$ cat src/rtl/seq_pattern_pkg.sv
// Shared definitions for the serial pattern transmitter: state encoding, default pattern, width helper.
// Latency: n/a (constants and a constant function only).
// Backpressure: n/a.
package seq_pattern_pkg;

    // State encoding, 2-bit
    localparam logic [1:0] IDLE  = 2'd0;
    localparam logic [1:0] SHIFT = 2'd1;
    localparam logic [1:0] GAP   = 2'd2;
    localparam logic [1:0] DONE  = 2'd3;

    typedef enum logic [1:0] {
        S_IDLE  = IDLE,
        S_SHIFT = SHIFT,
        S_GAP   = GAP,
        S_DONE  = DONE
    } state_t;

    // Pattern recognised by the companion 1001 sequence detector
    localparam logic [3:0] SEQ_PAT_1001 = 4'b1001;

    // Width of a counter that must hold values 0..v-1; never less than 1 bit
    function automatic int clog2(input int v);
        int r;
        r = 1;
        while ((1 << r) < v) r++;
        return r;
    endfunction

endpackage

$ cat src/rtl/seq_pattern_tx_if.sv
// Request/serial-output bundle between a pattern source and seq_pattern_tx.
// Latency: n/a (wires only).
// Backpressure: none; start is only honoured while the transmitter is idle.
interface seq_pattern_tx_if #(
    parameter int PAT_W = 4,
    parameter int CNT_W = 4
);
    logic             start;
    logic [PAT_W-1:0] pattern;
    logic [CNT_W-1:0] repeat_cnt;
    logic             ser_out;
    logic             busy;
    logic             frame_last;
    logic             done;

    modport master (
        output start, pattern, repeat_cnt,
        input  ser_out, busy, frame_last, done
    );

    modport slave (
        input  start, pattern, repeat_cnt,
        output ser_out, busy, frame_last, done
    );
endinterface

$ cat src/rtl/seq_shift_reg.sv
// Parallel-load, shift-left register; msb is the next bit to be transmitted.
// Latency: load/shift take effect on the next rising edge; load has priority over shift.
// Backpressure: none; holds its value when neither load nor shift is asserted.
module seq_shift_reg
    import seq_pattern_pkg::*;
#(
    parameter int W = 4
) (
    input  logic         clk,
    input  logic         rst_a_n,
    input  logic         load,
    input  logic         shift,
    input  logic [W-1:0] d,
    output logic         msb
);
    logic [W-1:0] sr_q;

    // Load a new word or shift left by one, filling with zero
    always_ff @(posedge clk or negedge rst_a_n) begin
        if (!rst_a_n) begin
            sr_q <= '0;
        end else if (load) begin
            sr_q <= d;
        end else if (shift) begin
            sr_q <= {sr_q[W-2:0], 1'b0};
        end
    end

    assign msb = sr_q[W-1];
endmodule

$ cat src/rtl/seq_pattern_tx.sv
// Serial pattern transmitter: sends a captured PAT_W-bit pattern MSB-first, repeated N times, then pulses done.
// Latency: first bit on ser_out the cycle after start is accepted; done N*PAT_W + (N-1)*G + 1 cycles after start.
// Backpressure: start is ignored unless idle; optional SEQ_GAP_EN inserts GAP_LEN zero cycles between repeats.
module seq_pattern_tx
    import seq_pattern_pkg::*;
#(
    parameter int PAT_W   = 4,
    parameter int CNT_W   = 4,
    parameter int GAP_LEN = 2
) (
    input  logic             clk,
    input  logic             rst_a_n,
    seq_pattern_tx_if.slave  bus
);
    localparam int             BCW     = clog2(PAT_W);
    localparam logic [BCW-1:0] BC_LAST = BCW'(PAT_W - 1);
`ifdef SEQ_GAP_EN
    localparam int             GCW     = clog2(GAP_LEN);
    localparam logic [GCW-1:0] GC_LAST = GCW'(GAP_LEN - 1);
`endif

    state_t           state_q;
    logic [PAT_W-1:0] pat_q;
    logic [CNT_W-1:0] reps_q;
    logic [BCW-1:0]   bitcnt_q;
`ifdef SEQ_GAP_EN
    logic [GCW-1:0]   gap_q;
`endif
    logic             ser_q;
    logic             busy_q;
    logic             last_q;
    logic             done_q;

    logic             sr_load_d;
    logic             sr_shift_d;
    logic [PAT_W-1:0] sr_src_d;
    logic [PAT_W-1:0] sr_dat_d;
    logic             sr_msb;

    // The MSB of a frame goes straight from pattern to ser_q, so the shift
    // register is loaded with the remaining bits already left-aligned and its
    // msb is always the next bit to send.
    always_comb begin
        sr_load_d  = 1'b0;
        sr_shift_d = 1'b0;
        sr_src_d   = pat_q;
        case (state_q)
            S_IDLE: begin
                if (bus.start) begin
                    sr_load_d = 1'b1;
                    sr_src_d  = bus.pattern;
                end
            end
            S_SHIFT: begin
                if (bitcnt_q != '0) begin
                    sr_shift_d = 1'b1;
                end else if (reps_q > CNT_W'(1)) begin
                    sr_load_d = 1'b1;
                end
            end
            default: ;
        endcase
        sr_dat_d = {sr_src_d[PAT_W-2:0], 1'b0};
    end

    seq_shift_reg #(.W(PAT_W)) u_shreg (
        .clk     (clk),
        .rst_a_n (rst_a_n),
        .load    (sr_load_d),
        .shift   (sr_shift_d),
        .d       (sr_dat_d),
        .msb     (sr_msb)
    );

    // Control FSM with repeat, bit and gap counters; all outputs registered
    always_ff @(posedge clk or negedge rst_a_n) begin
        if (!rst_a_n) begin
            state_q  <= S_IDLE;
            pat_q    <= '0;
            reps_q   <= '0;
            bitcnt_q <= '0;
`ifdef SEQ_GAP_EN
            gap_q    <= '0;
`endif
            ser_q    <= 1'b0;
            busy_q   <= 1'b0;
            last_q   <= 1'b0;
            done_q   <= 1'b0;
        end else begin
            done_q <= 1'b0;
            case (state_q)
                S_IDLE: begin
                    if (bus.start) begin
                        pat_q    <= bus.pattern;
                        reps_q   <= (bus.repeat_cnt == '0) ? CNT_W'(1) : bus.repeat_cnt;
                        bitcnt_q <= BC_LAST;
                        ser_q    <= bus.pattern[PAT_W-1];
                        busy_q   <= 1'b1;
                        last_q   <= 1'b0;
                        state_q  <= S_SHIFT;
                    end
                end
                S_SHIFT: begin
                    if (bitcnt_q != '0) begin
                        bitcnt_q <= bitcnt_q - BCW'(1);
                        ser_q    <= sr_msb;
                        last_q   <= (bitcnt_q == BCW'(1));
                    end else if (reps_q > CNT_W'(1)) begin
                        reps_q <= reps_q - CNT_W'(1);
                        last_q <= 1'b0;
`ifdef SEQ_GAP_EN
                        ser_q   <= 1'b0;
                        gap_q   <= GC_LAST;
                        state_q <= S_GAP;
`else
                        bitcnt_q <= BC_LAST;
                        ser_q    <= pat_q[PAT_W-1];
`endif
                    end else begin
                        ser_q   <= 1'b0;
                        busy_q  <= 1'b0;
                        last_q  <= 1'b0;
                        done_q  <= 1'b1;
                        state_q <= S_DONE;
                    end
                end
`ifdef SEQ_GAP_EN
                S_GAP: begin
                    if (gap_q == '0) begin
                        bitcnt_q <= BC_LAST;
                        ser_q    <= pat_q[PAT_W-1];
                        state_q  <= S_SHIFT;
                    end else begin
                        gap_q <= gap_q - GCW'(1);
                    end
                end
`endif
                S_DONE: begin
                    state_q <= S_IDLE;
                end
                default: begin
                    ser_q   <= 1'b0;
                    busy_q  <= 1'b0;
                    last_q  <= 1'b0;
                    state_q <= S_IDLE;
                end
            endcase
        end
    end

    assign bus.ser_out    = ser_q;
    assign bus.busy       = busy_q;
    assign bus.frame_last = last_q;
    assign bus.done       = done_q;
endmodule

$ cat src/flat_wrapper.sv
// flat-port wrapper written by rule: the top's interface ports become plain ports
module seq_pattern_tx_flat import seq_pattern_pkg::*;
#(
    parameter int PAT_W   = 4,
    parameter int CNT_W   = 4,
    parameter int GAP_LEN = 2
)
  (clk, rst_a_n, bus_start, bus_pattern, bus_repeat_cnt, bus_ser_out, bus_busy, bus_frame_last, bus_done);
  seq_pattern_tx_if #(.PAT_W(PAT_W), .CNT_W(CNT_W)) bus_i ();
  input  logic clk;
  input  logic rst_a_n;
  input wire logic [$bits(bus_i.start)-1:0] bus_start;
  input wire logic [$bits(bus_i.pattern)-1:0] bus_pattern;
  input wire logic [$bits(bus_i.repeat_cnt)-1:0] bus_repeat_cnt;
  output wire logic [$bits(bus_i.ser_out)-1:0] bus_ser_out;
  output wire logic [$bits(bus_i.busy)-1:0] bus_busy;
  output wire logic [$bits(bus_i.frame_last)-1:0] bus_frame_last;
  output wire logic [$bits(bus_i.done)-1:0] bus_done;
  assign bus_i.start = bus_start;
  assign bus_i.pattern = bus_pattern;
  assign bus_i.repeat_cnt = bus_repeat_cnt;
  assign bus_ser_out = bus_i.ser_out;
  assign bus_busy = bus_i.busy;
  assign bus_frame_last = bus_i.frame_last;
  assign bus_done = bus_i.done;
  seq_pattern_tx #(.PAT_W(PAT_W), .CNT_W(CNT_W), .GAP_LEN(GAP_LEN)) u_core (.clk(clk), .rst_a_n(rst_a_n), .bus(bus_i));
endmodule
$ cat config.mk
export PLATFORM = sky130hd
export DESIGN_NAME = seq_pattern_tx_flat
export DESIGN_NICKNAME = d
export VERILOG_FILES = /design/src/rtl/seq_pattern_pkg.sv /design/src/rtl/seq_pattern_tx_if.sv /design/src/rtl/seq_shift_reg.sv /design/src/rtl/seq_pattern_tx.sv /design/src/flat_wrapper.sv
export SDC_FILE = /design/constraint.sdc
export NUM_CORES = 1
export LEC_CHECK = 0
export ABC_CLOCK_PERIOD_IN_PS = 4450
export CAP_MARGIN = 20
export CORE_MARGIN = 2
export CORE_UTILIZATION = 57
export CTS_CLUSTER_SIZE = 28
export DETAILED_ROUTE_END_ITERATION = 6
export PLACE_DENSITY = 0.81
export RECOVER_POWER = 25
export SYNTH_ARGS = -nofsm -noshare
export SYNTH_HDL_FRONTEND = slang
export SYNTH_SLANG_ARGS = --single-unit
$ cat constraint.sdc
create_clock -name clk -period 4.45 [get_ports clk]
set_input_delay 0.6675 -clock clk [delete_from_list [all_inputs] [get_ports clk]]
set_output_delay 0.6675 -clock clk [all_outputs]
set_load 0.1 [all_outputs]
==> impl_metrics.env <==
export IMPL_cts_tree="built"
export IMPL_hold_ws_ps=490
export IMPL_cp_num_cells=1
export IMPL_worst_setup_path_end_kind="primary output"
export IMPL_status="complete, no violations"
export IMPL_final_common_cell="sky130_fd_sc_hd__dfrtp_1"
export IMPL_die_height_um=47.7
export IMPL_number_of_antenna_violations_at_the_first_check_in_global_routing=0
export IMPL_postSynthCellCount=101
export IMPL_setup_worst_path_start="u_core.bus.ser_out"
export IMPL_cts_root_to_sink_buffers=2
export IMPL_place_gp_congestion=0.793
export IMPL_synth_edff_count=0
export IMPL_drv_cap=0
export IMPL_antenna_violating_nets_post_route=0
export IMPL_die_w_um=47.7
export IMPL_cts_setup_buffers=0
export IMPL_htree_levels=1
export IMPL_place_port_buffers=14
export IMPL_ys_warnings_count=0
export IMPL_crit_path_max_fanout=3
export IMPL_insertion_delay_ps=290
export IMPL_gr_usage_all_layers=0.217
export IMPL_timing_critical_path_arrival_ps=1810
export IMPL_setup_repair_after_global_routing_missed_its_margin="no"
export IMPL_slew_limit_headroom=0.356
export IMPL_yosysUniqueCellTypes=34
export IMPL_final_design_area_no_fill_um2=1260
export IMPL_cts_reportedPaths_clkPinSlew_ps=100
export IMPL_p_leak_nw=0.548
export IMPL_finalWirelength_um=2030
export IMPL_fp_row_count=15
export IMPL_regToRegEndpoint="u_core.u_shreg.sr_q[1]"
export IMPL_n_antenna_cell=0
export IMPL_floorplan_initialDensity=0.616
export IMPL_worst_endpoint_required_ps=3780
export IMPL_synth_ff_latch_count=19
export IMPL_final_period_utilization=0.557
export IMPL_finish_net_count=132
export IMPL_seq_area_frac_synth=0.438
export IMPL_hpwl_um=1470
export IMPL_first_pass_grt_wire_length_um=3280
export IMPL_vias=781
export IMPL_grt_start_max_net_pins=20
export IMPL_multi_input_gate_area_um2=562
export IMPL_setup_total_negative_slack_ps=0
export IMPL_finalWorstPathRequiredPeriod_ps=2480
export IMPL_cp_num_buf_inv=1
export IMPL_post_synth_instance_area_um2=1090
export IMPL_placeableCoreArea_um2=1760
export IMPL_power_switching_share=0.460
export IMPL_num_io_pins=15
export IMPL_sw_power_uw=413
export IMPL_critical_path_max_stage_delay_ps=1140
export IMPL_globalRoute_totalOverflow=0
export IMPL_achievable_frequency_mhz=403
export IMPL_dieArea_um2=2270
export IMPL_worstHoldPathType="flip-flop to flip-flop"
export IMPL_irDropWorstVdd_mv=0.378
export IMPL_p_int_uw=485
export IMPL_ctsHoldBuffers=0
export IMPL_finalHoldViolations=0
export IMPL_clock_skew_ps=1.25
export IMPL_drt_pre_antenna_iters=4
export IMPL_async_flop_share=1.00
export IMPL_detailed_place_area_um2=1230
export IMPL_final_cell_mix="19 x sky130_fd_sc_hd__dfrtp_1, 14 x sky130_fd_sc_hd__nor2_1, 12 x sky130_fd_sc_hd__clkdlybuf4s50_1"
export IMPL_clock_sink_count=19
export IMPL_area_growth_syn_to_layout_pct=15.8
export IMPL_synth_main_ff_cell="sky130_fd_sc_hd__dfrtp_1"
export IMPL_routedWlPerCell_um=14.4
export IMPL_syn_num_nets=116
export IMPL_drt_iter0_markers=11
export IMPL_grt_pass1_vias=714
export IMPL_critical_path_top_delay_cell="sky130_fd_sc_hd__clkdlybuf4s50_1"
export IMPL_root_buffer="sky130_fd_sc_hd__clkbuf_4"
export IMPL_rrSetupSlack_ps=2610
export IMPL_tightest_slew_ps=963
export IMPL_cts_repair_resized=0
export IMPL_reg_area_um2=475
export IMPL_finalSetupViolCount=0
export IMPL_report_final_slew_viol_count=0
export IMPL_rr_worst_depth=6
export IMPL_p_clk_frac=0.096
export IMPL_total_power_per_unit_cell_area_nw_per_um2=715
export IMPL_layout_drive_gt1_share=0.172
export IMPL_vias_per_cell=5.54
export IMPL_power_frac_seq=0.352
export IMPL_critPathLaunchType="flip-flop"
export IMPL_cts_buffers=3
export IMPL_worstPathCellList="clkdlybuf4s50_1"
export IMPL_critical_path_sink="bus_ser_out"
export IMPL_route_detailed_drc=0
export IMPL_comb_power_share=0.552
export IMPL_criticalPathCategory="flip-flop to primary output"
export IMPL_worst_path_dominant_cell_family="buffers and inverters"
export IMPL_syn_area_per_cell_um2=10.8
export IMPL_fill_cells=145
export IMPL_regToRegStartpoint="u_core.reps_q[0]"
==> metal layers <==
metal,vias up,routed length (µm),track usage
li1,391,-,-
met1,374,958,0.295
met2,14,978,0.327
met3,2,66,0.0453
met4,0,23,0.114
met5,-,0,0
==> cells by family after synthesis <==
group,after synthesis,synth area share
simple gates,33,0.165
flops,19,0.438
mux,5,0.0565
buf+inv,9,0.0449
fa+ha+maj,4,0.0461
compound gates,31,0.250
==> cells in the mapped netlist, types with 2 or more instances <==
cell / n / area [µm²]
sky130_fd_sc_hd__a21o_1: 2 / 15.0
sky130_fd_sc_hd__a21oi_1: 8 / 40.0
sky130_fd_sc_hd__buf_6: 2 / 22.5
sky130_fd_sc_hd__dfrtp_1: 19 / 475
sky130_fd_sc_hd__ha_1: 4 / 50.1
sky130_fd_sc_hd__inv_1: 6 / 22.5
sky130_fd_sc_hd__mux2_4: 2 / 30.0
sky130_fd_sc_hd__mux2i_1: 2 / 20.0
sky130_fd_sc_hd__nand2_1: 8 / 30.0
sky130_fd_sc_hd__nand2_4: 2 / 22.5
sky130_fd_sc_hd__nor2_1: 14 / 52.6
sky130_fd_sc_hd__nor3_1: 2 / 10.0
sky130_fd_sc_hd__o21ai_0: 7 / 35.0
sky130_fd_sc_hd__o21ai_2: 2 / 17.5
sky130_fd_sc_hd__o2bb2a_4: 2 / 40.0
==> worst register-to-register path, delay by kind of cell (launching register included) <==
family                   cells  cell delay (ps)
AO/OA/AOI/OAI                2              710
adder cells (fa/ha/maj)      1              220
buffers and inverters        1              110
flip-flops                   1              420
AND/OR/NAND/NOR              2              280
==> how the worst min path moves through the flow <==
stage | from | to | slack (ps) | cells after the start
finish | u_core.u_shreg.sr_q[3] | u_core.u_shreg.sr_q[3] | 490 | 2
global route | u_core.u_shreg.sr_q[3] | u_core.u_shreg.sr_q[3] | 510 | 2
CTS | u_core.u_shreg.sr_q[3] | u_core.u_shreg.sr_q[3] | 490 | 2
detailed placement | u_core.u_shreg.sr_q[3] | u_core.u_shreg.sr_q[3] | 470 | 2
global placement | u_core.pat_q[3] | u_core.pat_q[3] | 460 | 2
floorplan | rst_a_n | u_core.bitcnt_q[0] | 370 | 0
==> final cells by class <==
type	count	area share
Clock buffer	4	0.0209
Inverter	6	0.0179
Multi-Input combinational cell	73	0.447
Sequential cell	19	0.378
Tap cell	25	0.0249
Timing Repair Buffer	14	0.111
==> flip-flops by register name (all words and copies together), names as in the netlist <==
signal	cells
u_core.bus.frame_last	1
u_core.bus.done	1
u_core.bus.busy	1
u_core.bus.ser_out	1
u_core.state_q	2
u_core.u_shreg.sr_q	3
u_core.reps_q	4
u_core.pat_q	4
u_core.bitcnt_q	2
==> stage by stage <==
stage                     utilization  instances  worst slack [ps]  total power, mW
after floorplan                     -        101              2810            0.715
after global placement          0.698        137              2110            0.796
after detailed placement        0.698        137              2050            0.814
after CTS                       0.713        141              1950            0.903
after global routing            0.713        141              1900            0.963
final                           0.713        141              1970            0.899
==> power groups by stage <==
stage | clock network, mW | logic [mW] | registers, mW
global route | 0.0979 | 0.540 | 0.325
global placement | 0 | 0.479 | 0.316
detailed placement | 0 | 0.495 | 0.319
finish | 0.0863 | 0.496 | 0.316
CTS | 0.0887 | 0.498 | 0.316
floorplan | 0 | 0.339 | 0.376
Note: power is estimated with default switching activity, not from simulation.
